### src/rtl/digit_scan_ctrl_pkg.sv
`default_nettype none
// ============================================================================
//  Module      : digit_scan_ctrl_pkg
//  Description : Shared definitions for the 6-digit scan controller.
//                State encodings, digit-count constants and a digit
//                increment helper.
//  Revision    : 1.0 - initial release
// ============================================================================
package digit_scan_ctrl_pkg;

  typedef enum logic [1:0] {
    ST_IDLE  = 2'd0,
    ST_BLANK = 2'd1,
    ST_SHOW  = 2'd2
  } state_e;

  localparam int         NUM_DIGITS = 6;
  localparam logic [2:0] LAST_DIGIT = 3'(NUM_DIGITS - 1);

  // Advance a digit index with wrap-around after the last digit, so the
  // decoder address can never reach 6 or 7.
  function automatic logic [2:0] next_digit(input logic [2:0] d);
    return (d >= LAST_DIGIT) ? 3'd0 : d + 3'd1;
  endfunction

endpackage
`default_nettype wire

### src/rtl/digit_scan_ctrl_dwell.sv
`default_nettype none
// ============================================================================
//  Module      : dwell_counter
//  Description : Loadable down-counter with terminal-count flags. A loaded
//                value N makes the count reach zero N cycles later, so an
//                interval started with a load of N lasts N+1 cycles.
//  Ports       : clk, rst_n      - clock, async active-low reset
//                load_i          - load load_val_i on the next edge
//                load_val_i      - value to load (interval length minus one)
//                tc_o            - count is currently zero
//                tc_next_o       - count will be zero after the next edge
//  Revision    : 1.0 - initial release
// ============================================================================
module dwell_counter #(
  parameter int DIV_W = 16
) (
  input  logic             clk,
  input  logic             rst_n,
  input  logic             load_i,
  input  logic [DIV_W-1:0] load_val_i,
  output logic             tc_o,
  output logic             tc_next_o
);

  logic [DIV_W-1:0] cnt_q;
  logic [DIV_W-1:0] cnt_d;

  always_comb begin
    cnt_d = cnt_q;
    if (load_i) begin
      cnt_d = load_val_i;
    end else if (cnt_q != '0) begin
      cnt_d = cnt_q - DIV_W'(1);
    end
  end

  always_ff @(posedge clk or negedge rst_n) begin
    if (!rst_n) begin
      cnt_q <= '0;
    end else begin
      cnt_q <= cnt_d;
    end
  end

  assign tc_o      = (cnt_q == '0);
  // Lets the parent register an output that must be valid during the final
  // cycle of an interval.
  assign tc_next_o = (cnt_d == '0);

endmodule
`default_nettype wire

### src/rtl/digit_scan_ctrl.sv
`default_nettype none
// ============================================================================
//  Module      : digit_scan_ctrl
//  Description : Scans a 6-digit multiplexed display. Each digit slot is a
//                BLANK gap of BLANK_CYC cycles followed by a SHOW interval of
//                div+1 cycles. All outputs are registered.
//  Ports       : clk    - clock
//                rst_n  - asynchronous active-low reset
//                run    - 1 = keep scanning, 0 = stop after current digit
//                div    - SHOW dwell minus one, captured at BLANK->SHOW
//                en     - decoder enable (high only in SHOW)
//                a      - digit index 0..5
//                wrap   - high during the last SHOW cycle of digit 5
//                busy   - controller not idle
//  Revision    : 1.0 - initial release
// ============================================================================
module digit_scan_ctrl #(
  parameter int DIV_W     = 16,
  parameter int BLANK_CYC = 2    // legal range 1..15
) (
  input  logic             clk,
  input  logic             rst_n,
  input  logic             run,
  input  logic [DIV_W-1:0] div,
  output logic             en,
  output logic [2:0]       a,
  output logic             wrap,
  output logic             busy
);

  import digit_scan_ctrl_pkg::*;

  localparam logic [DIV_W-1:0] BLANK_LOAD = DIV_W'(BLANK_CYC - 1);

  state_e           state_q, state_d;
  logic [2:0]       a_q, a_d;
  logic             en_q, wrap_q, busy_q;
  logic             en_d, wrap_d, busy_d;
  logic             run_q;

  logic             cnt_load;
  logic [DIV_W-1:0] cnt_val;
  logic             cnt_tc;
  logic             cnt_tc_next;

  dwell_counter #(
    .DIV_W (DIV_W)
  ) u_dwell (
    .clk        (clk),
    .rst_n      (rst_n),
    .load_i     (cnt_load),
    .load_val_i (cnt_val),
    .tc_o       (cnt_tc),
    .tc_next_o  (cnt_tc_next)
  );

  // run is sampled into run_q; every decision uses the sampled level, so a
  // short drop of run inside a slot never truncates BLANK or SHOW and only
  // matters if it is still low when SHOW ends.
  always_comb begin
    state_d  = state_q;
    a_d      = a_q;
    cnt_load = 1'b0;
    cnt_val  = BLANK_LOAD;

    case (state_q)
      ST_IDLE: begin
        a_d = 3'd0;
        if (run_q) begin
          state_d  = ST_BLANK;
          cnt_load = 1'b1;
          cnt_val  = BLANK_LOAD;
        end
      end

      ST_BLANK: begin
        if (cnt_tc) begin
          // div is captured here and held in the counter for the whole SHOW.
          state_d  = ST_SHOW;
          cnt_load = 1'b1;
          cnt_val  = div;
        end
      end

      ST_SHOW: begin
        if (cnt_tc) begin
          if (run_q) begin
            state_d  = ST_BLANK;
            a_d      = next_digit(a_q);
            cnt_load = 1'b1;
            cnt_val  = BLANK_LOAD;
          end else begin
            state_d = ST_IDLE;
            a_d     = 3'd0;
          end
        end
      end

      default: begin
        state_d = ST_IDLE;
        a_d     = 3'd0;
      end
    endcase

    // Outputs are derived from the next state so the registered values line
    // up with the state they describe.
    en_d   = (state_d == ST_SHOW);
    busy_d = (state_d != ST_IDLE);
    wrap_d = (state_d == ST_SHOW) && (a_d == LAST_DIGIT) && cnt_tc_next;
  end

  always_ff @(posedge clk or negedge rst_n) begin
    if (!rst_n) begin
      state_q <= ST_IDLE;
      a_q     <= 3'd0;
      en_q    <= 1'b0;
      wrap_q  <= 1'b0;
      busy_q  <= 1'b0;
      run_q   <= 1'b0;
    end else begin
      state_q <= state_d;
      a_q     <= a_d;
      en_q    <= en_d;
      wrap_q  <= wrap_d;
      busy_q  <= busy_d;
      run_q   <= run;
    end
  end

  assign en   = en_q;
  assign a    = a_q;
  assign wrap = wrap_q;
  assign busy = busy_q;

endmodule
`default_nettype wire
### config.mk
export PLATFORM = sky130hd
export DESIGN_NAME = digit_scan_ctrl
export DESIGN_NICKNAME = d
export VERILOG_FILES = /design/src/rtl/digit_scan_ctrl_pkg.sv /design/src/rtl/digit_scan_ctrl_dwell.sv /design/src/rtl/digit_scan_ctrl.sv
export SDC_FILE = /design/constraint.sdc
export NUM_CORES = 1
export LEC_CHECK = 0
export ABC_AREA = 1
export BUFFER_PORTS_ARGS = -buffer_cell sky130_fd_sc_hd__buf_2
export CAP_MARGIN = 20
export CORE_MARGIN = 2
export CORE_UTILIZATION = 58
export DETAILED_ROUTE_END_ITERATION = 6
export GPL_TIMING_DRIVEN = 0
export MAX_ROUTING_LAYER = met4
export PLACE_DENSITY = 0.78
export SLEW_MARGIN = 20
export SYNTH_ARGS = -nofsm -noshare
export SYNTH_HDL_FRONTEND = slang
export SYNTH_SLANG_ARGS = --single-unit
### constraint.sdc
create_clock -name clk -period 2.6 [get_ports clk]
set_input_delay 0.52 -clock clk [delete_from_list [all_inputs] [get_ports clk]]
set_output_delay 0.52 -clock clk [all_outputs]
set_load 0.01 [all_outputs]
==> results_dict.tcl <==
set metrics [dict create \
    grt_overflow 0 \
    slowest_delay_ns 0.44 \
    leakage_nw 1.22 \
    portBuffers 24 \
    cp_num_cells 15 \
    max_freq_ghz 0.423 \
    slowest_stage "dfrtp_1" \
    syn_nets 323 \
    use_met2 0.429 \
    layout.cells.non_filler 368 \
    worstReg2RegStart "u_dwell.cnt_q[0]" \
    yosysWarnings 0 \
    grt_pass1_vias 1600 \
    placed_cells 364 \
    startpoint_type "register" \
    async_flop_share 1.00 \
    endpoint_kind "register" \
    core_mm2 0.00310 \
    clk_latency_ns 0.34 \
    status "finished clean" \
    period_share 0.910 \
    synth_top_area_frac 0.327 \
    crit_buf_inv 3 \
    die_w_um 61.5 \
    cp-endpoint "wrap" \
    antenna_found_initial 0 \
    detail_route.first_pass.iterations 4 \
    yosysTopAreaCell "dfrtp_1" \
    crit_required_ns 2.88 \
    syn_inst 296 \
    grt_pass1_wl_um 7510 \
    cts_buffers 3 \
    grt_use_met1 0.414 \
    layout.area.seq_um2 626 \
    synth-seq-cells 25 \
    vias_per_cell 4.98 \
    fin_tns_setup_ns 0 \
    cp_top_family "simple AND/OR/NAND/NOR gates" \
    reg2reg_to "wrap" \
    cts-hold-fix-buffers 0 \
    worstPathMaxFanout 10 \
    r2r_slack_ns 0.23 \
    synthTopCellsByArea "dfrtp_1 33%, nand2_1 21%, inv_1 8.6%, nor2_1 7.6%, nand3_1 6.8%" \
    drive_gt1_frac 0.154 \
    cts.path.max_buffers 2 \
    final_common_cell "nand2_1" \
    wl_um 4600 \
    clkSlewWorstSetupHoldPaths_ns 0.15 \
    crit_type "reg2reg" \
    reg2reg_depth 15 \
    cp.arrival_ns 2.64 \
    drt_first_iter_violations 175 \
    cts_resized 0 \
    track_usage 0.288 \
    slew_violations 0 \
    startpoint "u_dwell.cnt_q[0]" \
    rows 20 \
    vias 1833 \
    antenna_left 0 \
    fin_nets 352 \
    grt_max_degree 26 \
    diodes 0 \
    power_density_mw_per_mm2 865 \
    critPathMostFrequentCell "nand2_1" \
    dp_hpwl_um 3570 \
    start_util 0.617 \
    ir_drop_v 0.000550 \
    dieArea_mm2 0.00378 \
    cts_tree "done" \
    path_cells "inv_1 -> ha_1 -> nand3_1 -> nor2_4 -> nand3_4 -> inv_4 -> nand2_4 -> nand2_4 -> buf_6 -> nand2_1 -> nand2_1 -> nand2_1 -> nor2_1 -> nand3_1 -> nor2_1" \
    fin_worst_skew_ns 0.00354 \
    cts_root_buf "clkbuf_4" \
    setup_viol 0 \
    total_power_w 0.00184 \
    synth_ff_type "dfrtp_1" \
    syn_avg_cell_area_um2 6.47 \
    routedWlPerCell_um 12.5 \
    gp_congestion 0.946 \
    ys_seq_area_frac 0.327 \
    period_minus_slack_ns 2.37 \
    synth-edff-count 0 \
    drc 0 \
    cts_setup_buffers 0 \
    cts.sinks 25 \
    hold_path_class "in2async" \
    grt.busiest_layer "met2" \
    multi_input_area_mm2 0.00110 \
    die_h_um 61.5 \
    tightest_slew_ns 0.604 \
    rsz0062_at_grt "false" \
    hold_viol_final 0 \
    pin_count 25 \
    synthDistinctLibCells 26 \
    htree_num_levels 1 \
    grtUsageMet3 0.0273 \
    final_cell_mix "105 x nand2_1, 44 x inv_1, 39 x nor2_1" \
    syn-cell-area_mm2 0.00191 \
    relSlewSlack 0.598 \
    maxCapViolCount 0 \
    num-fill-cells 338 \
    syn_to_final_growth_pct 11.0 \
]
synth_stat cells (2+ instances only):
master and n:
buf_2 2, o21ai_0 4, nor2_2 4, dfrtp_1 25, inv_1 44, o21ai_1 2, nor2_1 39, nand2_2 6
nand3b_1 2, nand3_1 26, ha_1 8, nand2_1 105, nand4_1 3, xor2_1 7, a21oi_1 6, nand2_4 2
or2_2 2
worst reg2reg max path: cells and delay by family, from the launching register on:
family / cells / cell delay (ns)
simple gates: 11 / 1.20
fa+ha+maj: 1 / 0.23
buf+inv: 3 / 0.44
flops: 1 / 0.44
per-layer routing:
metal | routed length [um] | part of all wire
met3 | 349 | 0.076
met5 | 0 | 0
met4 | 58 | 0.013
met1 | 2100 | 0.46
met2 | 2100 | 0.46
worst min-delay path by stage:
stage,slack [ns],from,end
6_report,0.16,rst_n,busy
5_1_grt,0.18,rst_n,busy
4_1_cts,0.17,rst_n,busy
3_5_place_dp,0.55,rst_n,busy
3_3_place_gp,0.55,rst_n,busy
2_1_floorplan,0.22,rst_n,a[0]
state kept, by name, summed over array words and instances (netlist names):
signal	count
u_dwell.cnt_q	16
a	3
en	1
wrap	1
state_q	2
busy	1
run_q	1
power by group:
| part | internal (W) | switching, W |
|---|---|---|
| Sequential | 0.000513 | 0.000128 |
| Clock | 0.0000591 | 0.000134 |
| Combinational | 0.000353 | 0.000651 |
| Total | 0.000925 | 0.000912 |
through the flow:
stage | util | instance area, um^2 | setup slack, ns | hold slack (ns)
CTS | 0.683 | 2120 | 0.193 | 0.165
detailed placement | 0.673 | 2090 | 0.257 | 0.552
global placement | 0.673 | 2090 | 0.244 | 0.547
floorplan | - | 1910 | 0.712 | 0.224
global route | 0.685 | 2120 | 0.0156 | 0.180
finish | 0.685 | 2120 | 0.234 | 0.159
cells by family after synthesis:
| kind of cell | share of synthesized area |
|---|---|
| buffers and inverters | 0.103 |
| xor gates and xnor gates | 0.0366 |
| AOI/OAI and AO/OA | 0.0346 |
| DFF | 0.327 |
| adders and majority gates | 0.0523 |
| and+or+nand+nor | 0.447 |
area by class of cell:
cell class | count | area share
clock buffer | 3 | 0.0106
buffer | 4 | 0.0118
timing repair buffer | 24 | 0.0565
clock inverter | 1 | 0.00353
tap | 44 | 0.0259
sequential | 25 | 0.294
inverter | 45 | 0.0807
multi-input combinational | 222 | 0.516
(Power assumes the default switching activity.)
